--- src/rtl/dmac_arb_pkg.sv ---
// rtl/dmac_arb_pkg.sv - shared types and helpers for the DMA channel priority arbiter
package dmac_arb_pkg;

    typedef enum logic [1:0] {
        IDLE  = 2'd0,
        ARB   = 2'd1,
        GRANT = 2'd2,
        REL   = 2'd3
    } state_t;

    localparam int NUM_CH_MAX  = 16;
    localparam int IDX_W_MAX   = 4;
    // Key = {req, prio, rr}: the two extra bits on top of the priority field.
    localparam int KEY_EXTRA_W = 2;

    function automatic logic [NUM_CH_MAX-1:0] onehot(input logic [IDX_W_MAX-1:0] idx);
        logic [NUM_CH_MAX-1:0] v;
        v      = '0;
        v[idx] = 1'b1;
        return v;
    endfunction

endpackage

--- src/rtl/dmac_ch_prio_arbiter_maxsel.sv ---
// rtl/dmac_ch_prio_arbiter_maxsel.sv - combinational max-key select, ties resolve to the lowest index
module dmac_ch_prio_arbiter_maxsel #(
    parameter int WIDTH       = 5,
    parameter int NUM_INPUTS  = 8,
    parameter int INDEX_WIDTH = 3
) (
    input  logic [NUM_INPUTS*WIDTH-1:0] a,
    output logic [INDEX_WIDTH-1:0]      index
);

    logic [WIDTH-1:0] best;

    // Strict greater-than keeps the earlier (lower) index on equal keys.
    always_comb begin
        best  = a[WIDTH-1:0];
        index = '0;
        for (int i = 1; i < NUM_INPUTS; i++) begin
            if (a[i*WIDTH +: WIDTH] > best) begin
                best  = a[i*WIDTH +: WIDTH];
                index = INDEX_WIDTH'(i);
            end
        end
    end

endmodule

--- src/rtl/dmac_ch_prio_arbiter.sv ---
// rtl/dmac_ch_prio_arbiter.sv - DMA channel arbiter: priority first, round-robin among equals, held grant
module dmac_ch_prio_arbiter
    import dmac_arb_pkg::*;
#(
    parameter int NUM_CH    = 8,
    parameter int PRIO_W    = 3,
    parameter int IDX_W     = 3,
    parameter int GRANT_MAX = 255
) (
    input  logic                     hclk,
    input  logic                     hreset,
    input  logic                     arb_en,
    input  logic [NUM_CH-1:0]        ch_req,
    input  logic [NUM_CH*PRIO_W-1:0] ch_prio,
    input  logic [NUM_CH-1:0]        ch_done,
    output logic [NUM_CH-1:0]        grant,
    output logic [IDX_W-1:0]         grant_idx,
    output logic                     grant_vld,
    output logic                     grant_tmo
);

    localparam int KEY_W = PRIO_W + KEY_EXTRA_W;
    localparam int CNT_W = (GRANT_MAX > 0) ? $clog2(GRANT_MAX + 1) : 1;

    state_t                  state_q, state_d;
    logic [NUM_CH*KEY_W-1:0] key_q, key_d, cur_keys;
    logic [IDX_W-1:0]        last_idx_q, last_idx_d;
    logic [CNT_W-1:0]        hold_cnt_q, hold_cnt_d;
    logic [NUM_CH-1:0]       grant_q, grant_d;
    logic [IDX_W-1:0]        grant_idx_q, grant_idx_d;
    logic                    grant_vld_q, grant_vld_d;
    logic                    grant_tmo_q, grant_tmo_d;
    logic [IDX_W-1:0]        win_idx;
    logic                    start_hit, rel_hit, tmo_hit;

    // rr bit lifts channels after the last winner above those at or before it.
    always_comb begin
        cur_keys = '0;
        for (int i = 0; i < NUM_CH; i++) begin
            cur_keys[i*KEY_W +: KEY_W] = {ch_req[i], ch_prio[i*PRIO_W +: PRIO_W],
                                          (IDX_W'(i) > last_idx_q)};
        end
    end

    dmac_ch_prio_arbiter_maxsel #(
        .WIDTH       (KEY_W),
        .NUM_INPUTS  (NUM_CH),
        .INDEX_WIDTH (IDX_W)
    ) u_maxsel (
        .a     (key_q),
        .index (win_idx)
    );

    assign start_hit = arb_en && (|ch_req);
    assign rel_hit   = ch_done[grant_idx_q] || !ch_req[grant_idx_q];
    assign tmo_hit   = (GRANT_MAX != 0) && (hold_cnt_q == CNT_W'(GRANT_MAX - 1));

    always_ff @(posedge hclk) begin
        if (hreset) begin
            state_q <= IDLE;
        end else begin
            state_q <= state_d;
        end
    end

    always_comb begin
        state_d = state_q;
        case (state_q)
            IDLE:    if (start_hit) state_d = ARB;
            ARB:     state_d = ch_req[win_idx] ? GRANT : IDLE;
            GRANT:   if (rel_hit || tmo_hit) state_d = REL;
            REL:     state_d = IDLE;
            default: state_d = IDLE;
        endcase
    end

    always_comb begin
        key_d       = key_q;
        last_idx_d  = last_idx_q;
        hold_cnt_d  = hold_cnt_q;
        grant_d     = grant_q;
        grant_idx_d = grant_idx_q;
        grant_vld_d = grant_vld_q;
        grant_tmo_d = 1'b0;
        case (state_q)
            IDLE: begin
                if (start_hit) key_d = cur_keys;
            end
            ARB: begin
                if (ch_req[win_idx]) begin
                    grant_d     = NUM_CH'(onehot(IDX_W_MAX'(win_idx)));
                    grant_idx_d = win_idx;
                    grant_vld_d = 1'b1;
                    hold_cnt_d  = '0;
                end
            end
            GRANT: begin
                if (hold_cnt_q != {CNT_W{1'b1}}) hold_cnt_d = hold_cnt_q + CNT_W'(1);
                if (rel_hit || tmo_hit) begin
                    grant_d     = '0;
                    grant_vld_d = 1'b0;
                    grant_tmo_d = tmo_hit && !rel_hit;
                end
            end
            REL: begin
                last_idx_d = grant_idx_q;
            end
            default: ;
        endcase
    end

    always_ff @(posedge hclk) begin
        if (hreset) begin
            key_q       <= '0;
            last_idx_q  <= IDX_W'(NUM_CH - 1);
            hold_cnt_q  <= '0;
            grant_q     <= '0;
            grant_idx_q <= '0;
            grant_vld_q <= 1'b0;
            grant_tmo_q <= 1'b0;
        end else begin
            key_q       <= key_d;
            last_idx_q  <= last_idx_d;
            hold_cnt_q  <= hold_cnt_d;
            grant_q     <= grant_d;
            grant_idx_q <= grant_idx_d;
            grant_vld_q <= grant_vld_d;
            grant_tmo_q <= grant_tmo_d;
        end
    end

    assign grant     = grant_q;
    assign grant_idx = grant_idx_q;
    assign grant_vld = grant_vld_q;
    assign grant_tmo = grant_tmo_q;

endmodule
--- config.mk ---
export PLATFORM = sky130hd
export DESIGN_NAME = dmac_ch_prio_arbiter
export DESIGN_NICKNAME = d
export VERILOG_FILES = /design/src/rtl/dmac_arb_pkg.sv /design/src/rtl/dmac_ch_prio_arbiter_maxsel.sv /design/src/rtl/dmac_ch_prio_arbiter.sv
export SDC_FILE = /design/constraint.sdc
export NUM_CORES = 1
export LEC_CHECK = 0
export CAP_MARGIN = 40
export CORE_MARGIN = 4
export CORE_UTILIZATION = 60
export CTS_CLUSTER_DIAMETER = 30
export CTS_CLUSTER_SIZE = 14
export DETAILED_ROUTE_END_ITERATION = 10
export PLACE_DENSITY_LB_ADDON = 0.2
export SYNTH_ARGS = -nofsm -noshare
export SYNTH_HDL_FRONTEND = slang
export SYNTH_SLANG_ARGS = --single-unit
--- constraint.sdc ---
create_clock -name hclk -period 15.8 [get_ports hclk]
set_input_delay 4.74 -clock hclk [delete_from_list [all_inputs] [get_ports hclk]]
set_output_delay 4.74 -clock hclk [all_outputs]
set_load 0.1 [all_outputs]
Word level (Yosys, flattened, before mapping)
Cells that the tools add are included.
Widths: inputs -> output; s select.
{"block": "op_classes", "addsub": 1, "multipliers": 0, "div": 0, "order_cmp": 19, "eq_ne": 9, "shift": 0, "n_mux": 34, "bitwise_logic": 2, "reduce_logical": 16}
{"op": "$gt 5x5->1", "count": 7}
{"op": "$mux 8", "count": 4}
{"op": "$pmux 8 s2", "count": 2}
{"op": "$mux 5", "count": 6}
{"op": "$gt 3x3->1 const A", "count": 4}
{"op": "$mux 3", "count": 4}
{"op": "$mux 2", "count": 5}
{"op": "$bmux 1 s3", "count": 3}
{"op": "$add 8x1->8 const B", "count": 1}
{"op": "$eq 8x8->1 const B", "count": 1}
{"op": "$lt 3x4->1 const B", "count": 2}
{"op": "$ne 2x2->1 const B", "count": 4}
{"op": "$ne 8x8->1 const B", "count": 1}
{"op": "$pmux 2 s4", "count": 1}
{"op": "$reduce_or 8->1", "count": 1}
{"op": "$mux 1", "count": 7}
{"op": "$gt 1x3->1 const A", "count": 2}
{"op": "$gt 2x3->1 const A", "count": 2}
{"op": "$reduce_and 2->1", "count": 3}
{"op": "$reduce_and 3->1", "count": 2}
{"op": "$lt 3x5->1 const B", "count": 1}
{"op": "$eq 2x2->1 const B", "count": 2}
{"op": "$demux 1 s3", "count": 1}
{"op": "$ge 3x1->1 const B", "count": 1}
{"op": "other kinds (9)", "count": 14}
{"block": "totals", "reg_bits": 66, "latchBits": 0, "mem_bits_rw": 0, "romBits": 0, "in_bits": 43, "elab_cells": 89, "mem_count": 0}

Logic depth before layout (Yosys ltp)
Gate-level depths: netlist (run 1).
{"block": "logic_depth", "ltp_word": 20, "depth_mapped": 51, "depth_no_buf": 48}

Cells and area by module
A second synthesis (run 1) with hierarchy kept.
{"block": "hier_totals", "cells_unflattened": 544, "hier_area_um2": 4390.5}
{"module": "dmac_ch_prio_arbiter", "instances": 1, "cells_each": 351, "area_per_inst_um2": 2921.6}
{"module": "dmac_ch_prio_arbiter_maxsel", "instances": 1, "cells_each": 193, "area_per_inst_um2": 1468.9}

Worst setup path before layout (run 1)
Ideal clock, no wire load.
{"block": "synth_path", "path_type": "register to register", "from": "reg key_q[4]", "to": "reg grant_q[0], in the netlist grant[0]", "arrival_ns": 9.325, "path_slack_ns": 6.351, "stages_incl_launch_ff": 48, "period_less_slack_ns": 9.449, "path_cell_list": "dfxtp_1 inv_1 ha_1 nand4_2 o221ai_2 mux2_2 inv_1 ha_1 a21o_1 o32ai_4 nor2_1 a21o_1 ha_1 and3_1 o21a_1 o31a_1 buf_6 o21a_1 [12 not listed] ha_1 nor2b_1 o211a_1 a2111o_1 nand2_2 nor2_1 a21o_1 ha_1 nor2b_1 o211ai_1 a31oi_1 a21oi_1 and4_1 mux2i_1 o2111a_1 buf_6 o21ai_4 mux2_1"}
{"block": "synth_between", "elab_chain_cells": 20}
{"item": "start: declaration", "line": "dmac_ch_prio_arbiter.sv:26", "text": "logic [NUM_CH*KEY_W-1:0] key_q, key_d, cur_keys;"}
{"item": "start signal: assignment", "line": "dmac_ch_prio_arbiter.sv:122", "text": "key_q <= key_d;"}
{"item": "$gt 5x5->1", "line": "dmac_ch_prio_arbiter_maxsel.sv:18", "text": "if (a[i*WIDTH +: WIDTH] > best) begin"}
{"item": "$mux 5", "line": "dmac_ch_prio_arbiter_maxsel.sv:18"}
{"item": "$gt 5x5->1", "line": "dmac_ch_prio_arbiter_maxsel.sv:18"}
{"item": "$mux 5", "line": "dmac_ch_prio_arbiter_maxsel.sv:18"}
{"item": "$gt 5x5->1", "line": "dmac_ch_prio_arbiter_maxsel.sv:18"}
{"item": "$mux 5", "line": "dmac_ch_prio_arbiter_maxsel.sv:18"}
{"item": "$gt 5x5->1", "line": "dmac_ch_prio_arbiter_maxsel.sv:18"}
{"item": "$mux 5", "line": "dmac_ch_prio_arbiter_maxsel.sv:18"}
{"item": "[4 not listed]"}
{"item": "$gt 5x5->1", "line": "dmac_ch_prio_arbiter_maxsel.sv:18"}
{"item": "$mux 3 *", "line": "dmac_ch_prio_arbiter_maxsel.sv:18"}
{"item": "$lt 3x5->1 (implied by the code) or $ge 3x1->1 (tied branches)", "line": "dmac_arb_pkg.sv:19", "text": "v[idx] = 1'b1;"}
{"item": "$logic_and 1x1->1 (implied by the code)", "line": "dmac_arb_pkg.sv:19"}
{"item": "$mux 1 (implied by the code)", "line": "dmac_arb_pkg.sv:19"}
{"item": "$demux 1 s3", "line": "dmac_arb_pkg.sv:19"}
{"item": "$mux 8", "line": "dmac_ch_prio_arbiter.sv:90", "text": "if (ch_req[win_idx]) begin"}
{"item": "$pmux 8 s2", "line": "dmac_ch_prio_arbiter.sv:85", "text": "case (state_q)"}
{"item": "end signal: assignment", "line": "dmac_ch_prio_arbiter.sv:125", "text": "grant_q <= grant_d;"}
{"item": "end: declaration", "line": "dmac_ch_prio_arbiter.sv:29", "text": "logic [NUM_CH-1:0] grant_q, grant_d;"}
Mark *: on every way between the ends. The rest lies on a longest branch, timed or not. The select of a mux whose other input is x is not followed.
A chain may end at the register's enable or synchronous reset.

Worst setup path in the final report (run 1)
Same ends and word-level chain as after synthesis.

==> flow_summary.yaml, run 1 <==
cells_and_area:
  antenna_cells: 0
  layout-drive-gt1-share: 0.0887
  syn2layout_area_growth_pct: 23.0
  fin_nets: 666
  layout.cells.non_filler: 682
  n_fill_cell: 505
  final_cell_area_um2: 5280
cts:
  cts.sinks: 66
  clk_latency_ns: 0.36
  post_cts_resize_count: 0
  cts_inserted_buffers: 9
  cts_tree: "done"
  htree_levels: 3
  root_buffer: "clkbuf_8"
  cts_buffer_depth: 2
  clkTransAtPathRegs_ns: 0.08
  postCtsHoldBufs: 0
  post_cts_buffers: 0
synthesis:
  synth_top_family_by_area: "simple AND/OR/NAND/NOR gates"
  synth_edf_count: 0
  yosys.area.top_type_share: 0.308
  synthAdderAreaFrac: 0.123
  synth_area_um2: 4290
  syn_inst: 523
  synth-compound-area-share: 0.215
  ys.flop_type: "dfxtp_1"
  synthArstFlopShare: 0
  synth-seq-cells: 66
  yosysWarnings: 0
  ys_types: 65
  synth.avg_cell_area_um2: 8.20
  seq_area_frac_synth: 0.308
  synthesis.nets: 608
  synth_xor_area_frac: 0
  synth_mux_area_frac: 0.0758
  synth_most_common_cell: "nand2_1"
  synth_commonest_cells: "nand2_1, dfxtp_1, a21oi_1"
  synth_area_leader_cell: "dfxtp_1"
  synthSimpleGateAreaFrac: 0.223
  synth_area_leaders: "dfxtp_1, ha_1, nand2_1"
route:
  vias_per_cell: 5.89
  vias: 4020
  antenna_left: 0
  routed_wl_mm: 11.0
  routed.top_layer: "met4"
  wl_per_cell_um: 16.1
  drc: 0
  routed-wl-met2_mm: 5.28
  wl_met3_um: 765
  wirelength_met1_mm: 4.73
  drtPass1Iterations: 6
  drtIter0Drc: 317
timing:
  setup_tns_ns: 0
  min_period_over_period: 0.702
  maxSlewHeadroom: 0.477
  rsz0062_at_grt: "no"
  fmax_ghz: 0.0902
  clock_skew_ns: 0.0128
  hold_violations: 0
  period_needed_ns: 11.09
  worst_slew_pin_slew_ns: 0.785
  hold_slack_ns: 0.466
  setup_viol: 0
  slew_viol_final: 0
floorplanning:
  die_w_um: 92.6
  die_height_um: 92.6
  rows: 30
  start_util: 0.624
  pin_count: 56
  die-area_um2: 8570
  core_um2: 6870
worst_setup_path:
  crit_arrival_ns: 11.33
  slowest_stage: "o32ai_2"
  crit_path_start_kind: "flop"
  endpoint_kind: "flop"
  crit_fanout: 13
  critical_path_class: "flop to flop"
  rrSetupSlack_ns: 4.71
  max_stage_delay_ns: 0.65
  critPathMostFrequentCell: "ha_1"
  crit_required_ns: 16.04
grt:
  grt_max_degree: 70
  grt-ovfl-total: 0
  grt_pass1_vias: 3821
  grt_usage: 0.267
  antenna_found_initial: 0
  grt_pass1_wl_mm: 18.4
placement:
  dpl-instance-area_um2: 5050
  dpl.hpwl_mm: 8.07
  port_buffers: 55
  dp.cells: 666
  routabilityCongestion: 0.956
status:
  status: "completed"
run:
  drv_cap: 0
hold_path:
  hp-class: "flop to flop"
==> final cells by class <==
type                    instances  area, um^2  area share
well taps                      96         120      0.0228
flip-flops and latches         66        1320       0.250
inverters                      31         116      0.0220
clock inverters                 6        88.8      0.0168
clock buffers                  10         138      0.0261
multi-input cells             402        2730       0.517
repair buffers                 71         763       0.145
==> state kept, by name, summed over array words and instances (netlist names), named ones only <==
signal      count
grant           8
grant_idx       3
grant_tmo       1
grant_vld       1
hold_cnt_q      8
key_q          40
last_idx_q      3
state_q         1
==> cell usage in the layout (no fill, tap or decap), types with 7 or more instances in the layout <==
master and instances:
nand4_1 8, nor3_1 8, inv_1 30, clkdlybuf4s50_1 54, o211ai_1 7, ha_1 42
nor2_1 37, o21ai_0 9, nand2b_1 14, nand2_1 86, dfxtp_1 66, clkbuf_8 10
nor2b_1 13, a21oi_1 51, buf_8 13, mux2i_1 19, a21o_1 11
==> cell families after synthesis <==
kind of cell	Yosys count
flip-flops	66
multiplexers	28
buffers and inverters	55
AO/OA/AOI/OAI	132
AND/OR/NAND/NOR	200
adder cells (fa/ha/maj)	42
==> through the flow <==
stage,setup WS (ns),util
2_1_floorplan,6.35,-
3_3_place_gp,5.27,0.707
3_5_place_dp,4.89,0.735
4_1_cts,4.73,0.768
5_1_grt,3.67,0.768
6_report,4.71,0.768
==> worst max-delay path: cells and delay by family, from the launching register on <==
family | cells | cell delay (ns)
compound gates | 22 | 5.78
fa+ha+maj | 7 | 2.09
simple gates | 11 | 1.46
mux | 4 | 1.14
flops | 1 | 0.37
buf+inv | 2 | 0.13
==> per-layer routing <==
metal	track usage	up-vias
li1	-	1983
met2	0.450	163
met1	0.343	1846
met5	0	-
met4	0.0916	0
met3	0.0463	28
==> path summary, 6_finish.rpt <==
check                               start         to  depth (start not counted)
worst max-delay path             key_q[4]   grant[0]                         46
worst min-delay path            key_q[39]  key_q[39]                          2
worst max register to register   key_q[4]   grant[0]                         46
worst min register to register  key_q[39]  key_q[39]                          2
Power of run 1 is not shown: default switching activity piles up to over one toggle a cycle in this logic, so the estimate is an artifact.
==> run 2, diff against run 1 <==
--- a/config.mk
+++ b/config.mk
@@ -7,7 +7,7 @@
 export LEC_CHECK = 0
 export CAP_MARGIN = 40
 export CORE_MARGIN = 4
-export CORE_UTILIZATION = 60
+export CORE_UTILIZATION = 56
 export CTS_CLUSTER_DIAMETER = 30
 export CTS_CLUSTER_SIZE = 14
 export DETAILED_ROUTE_END_ITERATION = 10
==> constraint.sdc (replaced) <==
create_clock -name hclk -period 11.3 [get_ports hclk]
set_input_delay 3.39 -clock hclk [delete_from_list [all_inputs] [get_ports hclk]]
set_output_delay 3.39 -clock hclk [all_outputs]
set_load 0.1 [all_outputs]
==> run 2 against run 1 <==
Against the previous run:
- maximum frequency increased by 4.8%
- register-to-register slack worse by 4.0 ns
- worst hold slack better by 0.012 ns
- highest routed layer unchanged
- cell area increased by 0.64%
- global-route usage is 2.1 points lower
- wire length fell by 2.1%
- sequential cell count unchanged
- first-iteration DRC count is 24% lower
- clock skew fell by 0.0031 ns
- final cell count is 1.2% higher
==> flow_summary.yaml, run 2 (synthesized netlist as in run 1, its figures left out) <==
route:
  antenna_left: 0
  routed_wl_mm: 10.8
  drtIter0Drc: 242
  vias_per_cell: 5.81
  drc: 0
  wl_per_cell_um: 15.6
  vias: 4011
  drtPass1Iterations: 4
grt:
  grt_max_degree: 70
  grt_pass1_wl_mm: 17.8
  grt-ovfl-total: 0
  grt_pass1_vias: 3864
  grt_usage: 0.246
  antenna_found_initial: 0
floorplanning:
  pin_count: 56
  die_height_um: 95.5
  die-area_um2: 9120
  die_w_um: 95.5
  start_util: 0.585
  rows: 31
  core_um2: 7330
worst_setup_path:
  crit_required_ns: 11.54
  critical_path_class: "flop to flop"
  critPathMostFrequentCell: "ha_1"
  reg2reg_to: "grant[0]"
  endpoint_kind: "flop"
  max_stage_delay_ns: 0.45
  slowest_stage: "o32ai_4"
  crit_path_end: "grant[0]"
  rr_startpoint: "key_q[4]"
  crit_arrival_ns: 10.83
  rrSetupSlack_ns: 0.72
  crit_path_start_kind: "flop"
  ff2ff_path_depth: 46
  crit_start: "key_q[4]"
  crit_fanout: 10
timing:
  setup_viol: 0
  hold_violations: 0
  period_needed_ns: 10.58
  setup_tns_ns: 0
  rsz0062_at_grt: "no"
  maxSlewHeadroom: 0.546
  worst_slew_pin_slew_ns: 0.681
  min_period_over_period: 0.936
  slew_viol_final: 0
  fmax_ghz: 0.0945
  clock_skew_ns: 0.00969
cells_and_area:
  n_fill_cell: 546
  syn2layout_area_growth_pct: 23.8
  fin_nets: 671
  layout-drive-gt1-share: 0.102
  antenna_cells: 0
  final_common_cell: "nand2_1"
  regMostFlops: "key_q"
  final_cell_area_um2: 5310
  layout.cells.non_filler: 690
  final_cell_mix: "nand2_1, dfxtp_1, clkdlybuf4s50_1, a21oi_1, ha_1"
  largest_reg_flops: 40
cts:
  cts_buffer_depth: 2
  clk_latency_ns: 0.36
  cts_tree: "done"
  htree_levels: 3
  root_buffer: "clkbuf_8"
  cts_inserted_buffers: 9
  clkTransAtPathRegs_ns: 0.08
  cts.sinks: 66
  postCtsHoldBufs: 0
placement:
  port_buffers: 55
  routabilityCongestion: 0.905
  dpl-instance-area_um2: 5050
  dp.cells: 669
  dpl.hpwl_mm: 7.82
status:
  status: "completed"
hold_path:
  min_from: "key_q[14]"
  hp-class: "flop to flop"
run:
  drv_cap: 0
## run 2: layout make-up
type / count / area [um^2] / area share
Clock buffer: 10 / 138 / 0.0259
Multi-Input combinational cell: 402 / 2750 / 0.517
Sequential cell: 66 / 1320 / 0.249
Clock inverter: 6 / 66.3 / 0.0125
Tap cell: 99 / 124 / 0.0233
Inverter: 31 / 116 / 0.0219
Timing Repair Buffer: 76 / 801 / 0.151
## run 2: worst min path at each step
stage,end,slack [ns],depth (start not counted)
after floorplan,key_q[36],0.44,2
after global placement,key_q[39],0.45,2
after detailed placement,key_q[36],0.46,2
after CTS,key_q[36],0.48,2
after global routing,key_q[36],0.50,2
final,key_q[14],0.48,2
## run 2: critical path: cells and delay by family (launching register included)
family	cells	cell delay (ns)
compound gates	21	5.11
fa+ha+maj	7	2.09
simple gates	12	1.65
mux	4	1.10
flops	1	0.36
buf+inv	2	0.12
## run 2: routing by layer
layer | GRT usage | part of all wire
met1 | 0.317 | 0.45
met2 | 0.410 | 0.47
met3 | 0.0474 | 0.071
met4 | 0.0853 | 0.017
met5 | 0 | 0
## run 2: repair_timing
item	in CTS	in global routing
resized for setup	0	4
endpoints found under the setup margin	0	21
buffers inserted	0	5
## run 2: per-stage QoR
stage           util  hold slack, ns  setup slack [ns]
2_1_floorplan      -           0.441              1.85
3_3_place_gp   0.663           0.454             0.760
3_5_place_dp   0.690           0.464             0.384
4_1_cts        0.717           0.477             0.283
5_1_grt        0.725           0.496           0.00423
6_report       0.725           0.478             0.719
Power of run 2 is left out for the same reason.
==> run 3, diff against run 2 <==
--- a/config.mk
+++ b/config.mk
@@ -11,6 +11,7 @@
 export CTS_CLUSTER_DIAMETER = 30
 export CTS_CLUSTER_SIZE = 14
 export DETAILED_ROUTE_END_ITERATION = 10
+export GPL_TIMING_DRIVEN = 0
 export PLACE_DENSITY_LB_ADDON = 0.2
 export SYNTH_ARGS = -nofsm -noshare
 export SYNTH_HDL_FRONTEND = slang
==> run 3 against run 2 <==
Against the previous run:
- global-route usage up 2.6 points
- register-to-register slack lost 0.17 ns
- cell area is 3.7% higher
- sequential cell count is the same
- worst hold slack about the same
==> flow_summary.yaml, run 3 (synthesized netlist as in run 1, its figures left out) <==
route:
  antenna_left: 0
  vias: 4221
  drtPass1Iterations: 5
  drc: 0
  drtIter0Drc: 217
  wl_per_cell_um: 16.6
  vias_per_cell: 5.90
  routed_wl_mm: 11.9
floorplanning:
  start_util: 0.585
  core_um2: 7330
  die-area_um2: 9120
  rows: 31
  pin_count: 56
  die_height_um: 95.5
  die_w_um: 95.5
timing:
  maxSlewHeadroom: 0.567
  hold_slack_ns: 0.478
  clock_skew_ns: 0.0142
  setup_viol: 0
  min_period_over_period: 0.952
  slew_viol_final: 0
  worst_slew_pin_slew_ns: 0.649
  fmax_ghz: 0.0930
  period_needed_ns: 10.75
  hold_violations: 0
grt:
  grt_pass1_wl_mm: 19.3
  antenna_found_initial: 0
  grt_pass1_vias: 4158
  grt_max_degree: 14
  grt_usage: 0.271
  grt-ovfl-total: 0
cts:
  cts.sinks: 66
  clkTransAtPathRegs_ns: 0.09
  root_buffer: "clkbuf_8"
  clk_latency_ns: 0.35
  cts_inserted_buffers: 9
  cts_buffer_depth: 2
  cts_tree: "done"
  htree_levels: 3
placement:
  dpl.hpwl_mm: 8.87
  routabilityCongestion: 0.885
  dpl-instance-area_um2: 5160
  port_buffers: 55
cells_and_area:
  final_cell_area_um2: 5510
  layout-drive-gt1-share: 0.110
  final_common_cell: "nand2_1"
  final_cell_mix: "nand2_1, dfxtp_1, clkdlybuf4s50_1, a21oi_1, ha_1"
  regMostFlops: "key_q"
  syn2layout_area_growth_pct: 28.4
  fin_nets: 696
  largest_reg_flops: 40
  antenna_cells: 0
worst_setup_path:
  crit_arrival_ns: 10.99
  critical_path_class: "flop to flop"
  slowest_stage: "a2111o_1"
  crit_fanout: 10
  critPathMostFrequentCell: "ha_1"
  crit_required_ns: 11.53
  endpoint_kind: "flop"
  crit_path_start_kind: "flop"
  max_stage_delay_ns: 0.44
run:
  drv_cap: 0
hold_path:
  hp-class: "flop to flop"
status:
  status: "completed"
-- run 3: final cells by class --
class	instances	area, um^2
Inverter	31	116
Fill cell	507	1830
Timing Repair Buffer	77	813
Buffer	24	121
Sequential cell	66	1320
Clock buffer	9	124
Tap cell	99	124
Clock inverter	7	103
Multi-Input combinational cell	402	2780
-- run 3: what timing repair did --
item / 4_1_cts / 5_1_grt
hold buffers: 0 / 0
gates resized for setup: 0 / 9
setup endpoints to repair: 0 / 21
setup buffers: 0 / 9
-- run 3: worst paths after layout --
path	to	cells after the start	slack, ns	from
setup / recovery	grant[0]	50	0.55	key_q[4]
hold / removal	key_q[3]	2	0.48	key_q[3]
setup reg to reg	grant[0]	50	0.55	key_q[4]
hold reg to reg	key_q[3]	2	0.48	key_q[3]
-- run 3: per-stage QoR --
step | std cells | TNS (ns) | util | setup slack [ns]
floorplan | 523 | 0 | - | 1.85
global placement | 677 | 0 | 0.677 | 0.795
detailed placement | 690 | 0 | 0.704 | 0.421
CTS | 706 | 0 | 0.735 | 0.172
global route | 715 | -0.0966 | 0.751 | -0.0474
finish | 715 | 0 | 0.751 | 0.545
-- run 3: per-layer routing --
layer,GRT usage,vias to the layer above,routed length [um]
met5,0,-,0
met1,0.327,1985,5040
met2,0.478,160,5710
met4,0.118,0,393
met3,0.0395,30,740
li1,-,2046,-
-- run 3: critical path, delay by kind of cell, from the launching register on --
kind | cells | cell delay, ns
simple gates | 11 | 1.55
compound gates | 21 | 4.59
fa+ha+maj | 7 | 2.08
buf+inv | 7 | 0.95
mux | 4 | 1.05
flops | 1 | 0.36
Power of run 3 is left out for the same reason.
==> RTL change: new RTL, flow settings as in run 3 <==
Re-encode `state_t` (4 states) as one-hot, 4 bits wide.
--- a/src/rtl/dmac_arb_pkg.sv
+++ b/src/rtl/dmac_arb_pkg.sv
@@ -1,11 +1,11 @@
 // rtl/dmac_arb_pkg.sv - shared types and helpers for the DMA channel priority arbiter
 package dmac_arb_pkg;
 
-    typedef enum logic [1:0] {
-        IDLE  = 2'd0,
-        ARB   = 2'd1,
-        GRANT = 2'd2,
-        REL   = 2'd3
+    typedef enum logic [3:0] {
+        IDLE  = 4'b0001,
+        ARB   = 4'b0010,
+        GRANT = 4'b0100,
+        REL   = 4'b1000
     } state_t;
 
     localparam int NUM_CH_MAX  = 16;
Behaviour: same outputs for any inputs over 10 cycles, from zero or initial values and one cycle with hreset high; not proved beyond that.
==> RTL change against run 3 <==
  * Clock skew fell by 6.4 ps
  * Setup slack lost 32 ps
  * Final area shrank 3.4%
  * Routed wire length fell by 6.3%
  * Worst hold slack got worse by 14 ps
  * Area after synthesis decreased by 5.3%
  * Sequential cell count rose by 2
  * Critical endpoint is now grant_idx[2]
  * Largest cell class unchanged
  * Highest routed layer unchanged
Power is left out: the tool's default activity adds up to more than one toggle a clock period on the data nets, which glitch-free logic cannot reach.
==> RTL change: results (changes against run 3) <==
- Placed Area: 4940 um^2 (was 5160 um^2)
- Area growth from synthesis to layout: 30.9% (was 28.4%)
- Router iterations before antenna repair: 6 (was 5)
- Hold Path Stages: 2 (unchanged)
- Layout cells sized above 1: 12.2% (was 11.0%)
- Cells after Synth: 513 (was 523)
- Area contributors post-synth: dfxtp_1 33%, ha_1 11%, a21oi_1 8.3% (was dfxtp_1 31%, ha_1 12%, nand2_1 7.5%)
- Reg2Reg Setup Slack: 510 ps (was 550 ps)
- First-pass GRT wire length: 17600 um (was 19300 um)
- CP max stage cell: o31ai_4 (was a2111o_1)
- Fillers: 513 (was 507)
- Seq/total area: 25.6% (was 24.0%)
- # clk buffers: 10 (was 9)
- Resize count post-CTS: 4 (was 0)
- Arrival @ worst endpoint: 11010 ps (was 10990 ps)
- Slew HR: 38.9% (was 56.7%)
- Result of the run: completed (unchanged)
- Reg2reg end: grant_idx[2] (was grant[0])
- Tcrit/Tclk final: 95.5% (was 95.2%)
- Setup WS pre-CTS: -519 ps (was 421 ps)
- Multi-In Gates: 384 (was 402)
- Post-synthesis mux area share: 5.79% (was 7.58%)
- Clock-cell share: 3.62% (was 4.11%)
- Vias in the first global route: 3868 (was 4158)
- HPWL Detailed: 8200 um (was 8870 um)
- Worst R2R Path Depth: 51 (was 50)
- Drt wl/cell: 15.8 um (was 16.6 um)
- Clock Skew: 7.77 ps (was 14.2 ps)
- Post-synth top cells: 89 x nand2_1, 68 x dfxtp_1, 67 x a21oi_1, 39 x inv_1 (was 86 x nand2_1, 66 x dfxtp_1, 51 x a21oi_1, 42 x ha_1, 37 x nor2_1)
- Synth Area in Compound Gates: 21.2% (was 21.5%)
- Non-clk bufs: 100 (was 101)
- Hold Path Origin: key_q[37] (was key_q[3])
- Finished Layout Cells: 703 (was 715)
- Sequential cell area fraction in the yosys report: 33.5% (was 30.8%)
- Non-Clock Inverter Count: 39 (was 31)
- GPL Wtd Cong: 0.889 (was 0.885)
- Xor-xnor portion of the synthesized cell area: 0.431% (was 0%)
- Max FFs per register: 40 (unchanged)
- GRT Util Overall: 25.6% (was 27.1%)
- #FFs+latches synth: 68 (was 66)
- Largest net degree at the start of global routing: 13 (was 14)
- Multi-input combinational area share: 48.1% (was 50.5%)
- Post-layout nets: 682 (was 696)
- DR iter-0 viols: 361 (was 217)
- Signal buffers share of area: 17.7% (was 17.0%)
-- RTL change: cell types whose count changed in the layout (fill, tap and decap cells not counted), moves of 4 or more --
cell,before,now
a21o_1,11,7
a21oi_1,50,66
a221oi_1,4,0
ha_1,42,37
inv_1,30,39
mux2i_1,16,8
nand2b_1,14,7
nor2b_1,13,6
nor4b_1,0,4
o211ai_1,7,0
o32ai_1,4,9
-- RTL change: layer usage --
metal	vias up	wire (um)	track usage, %
met5	-	0	0
met4	0	314	12.2
met3	36	664	3.46
met2	180	5560	44.3
met1	1912	4600	31.2
li1	1985	-	-
-- RTL change: kinds of logic (layout without fill, tap and decap cells) --
| family | count (synthesis) | in the layout |
|---|---|---|
| adders and majority gates | 37 | 37 |
| buffers and inverters | 62 | 155 |
| AOI/OAI and AO/OA | 137 | 137 |
| xor gates and xnor gates | 2 | 2 |
| muxes | 19 | 19 |
| DFF | 68 | 68 |
| and+or+nand+nor | 188 | 189 |
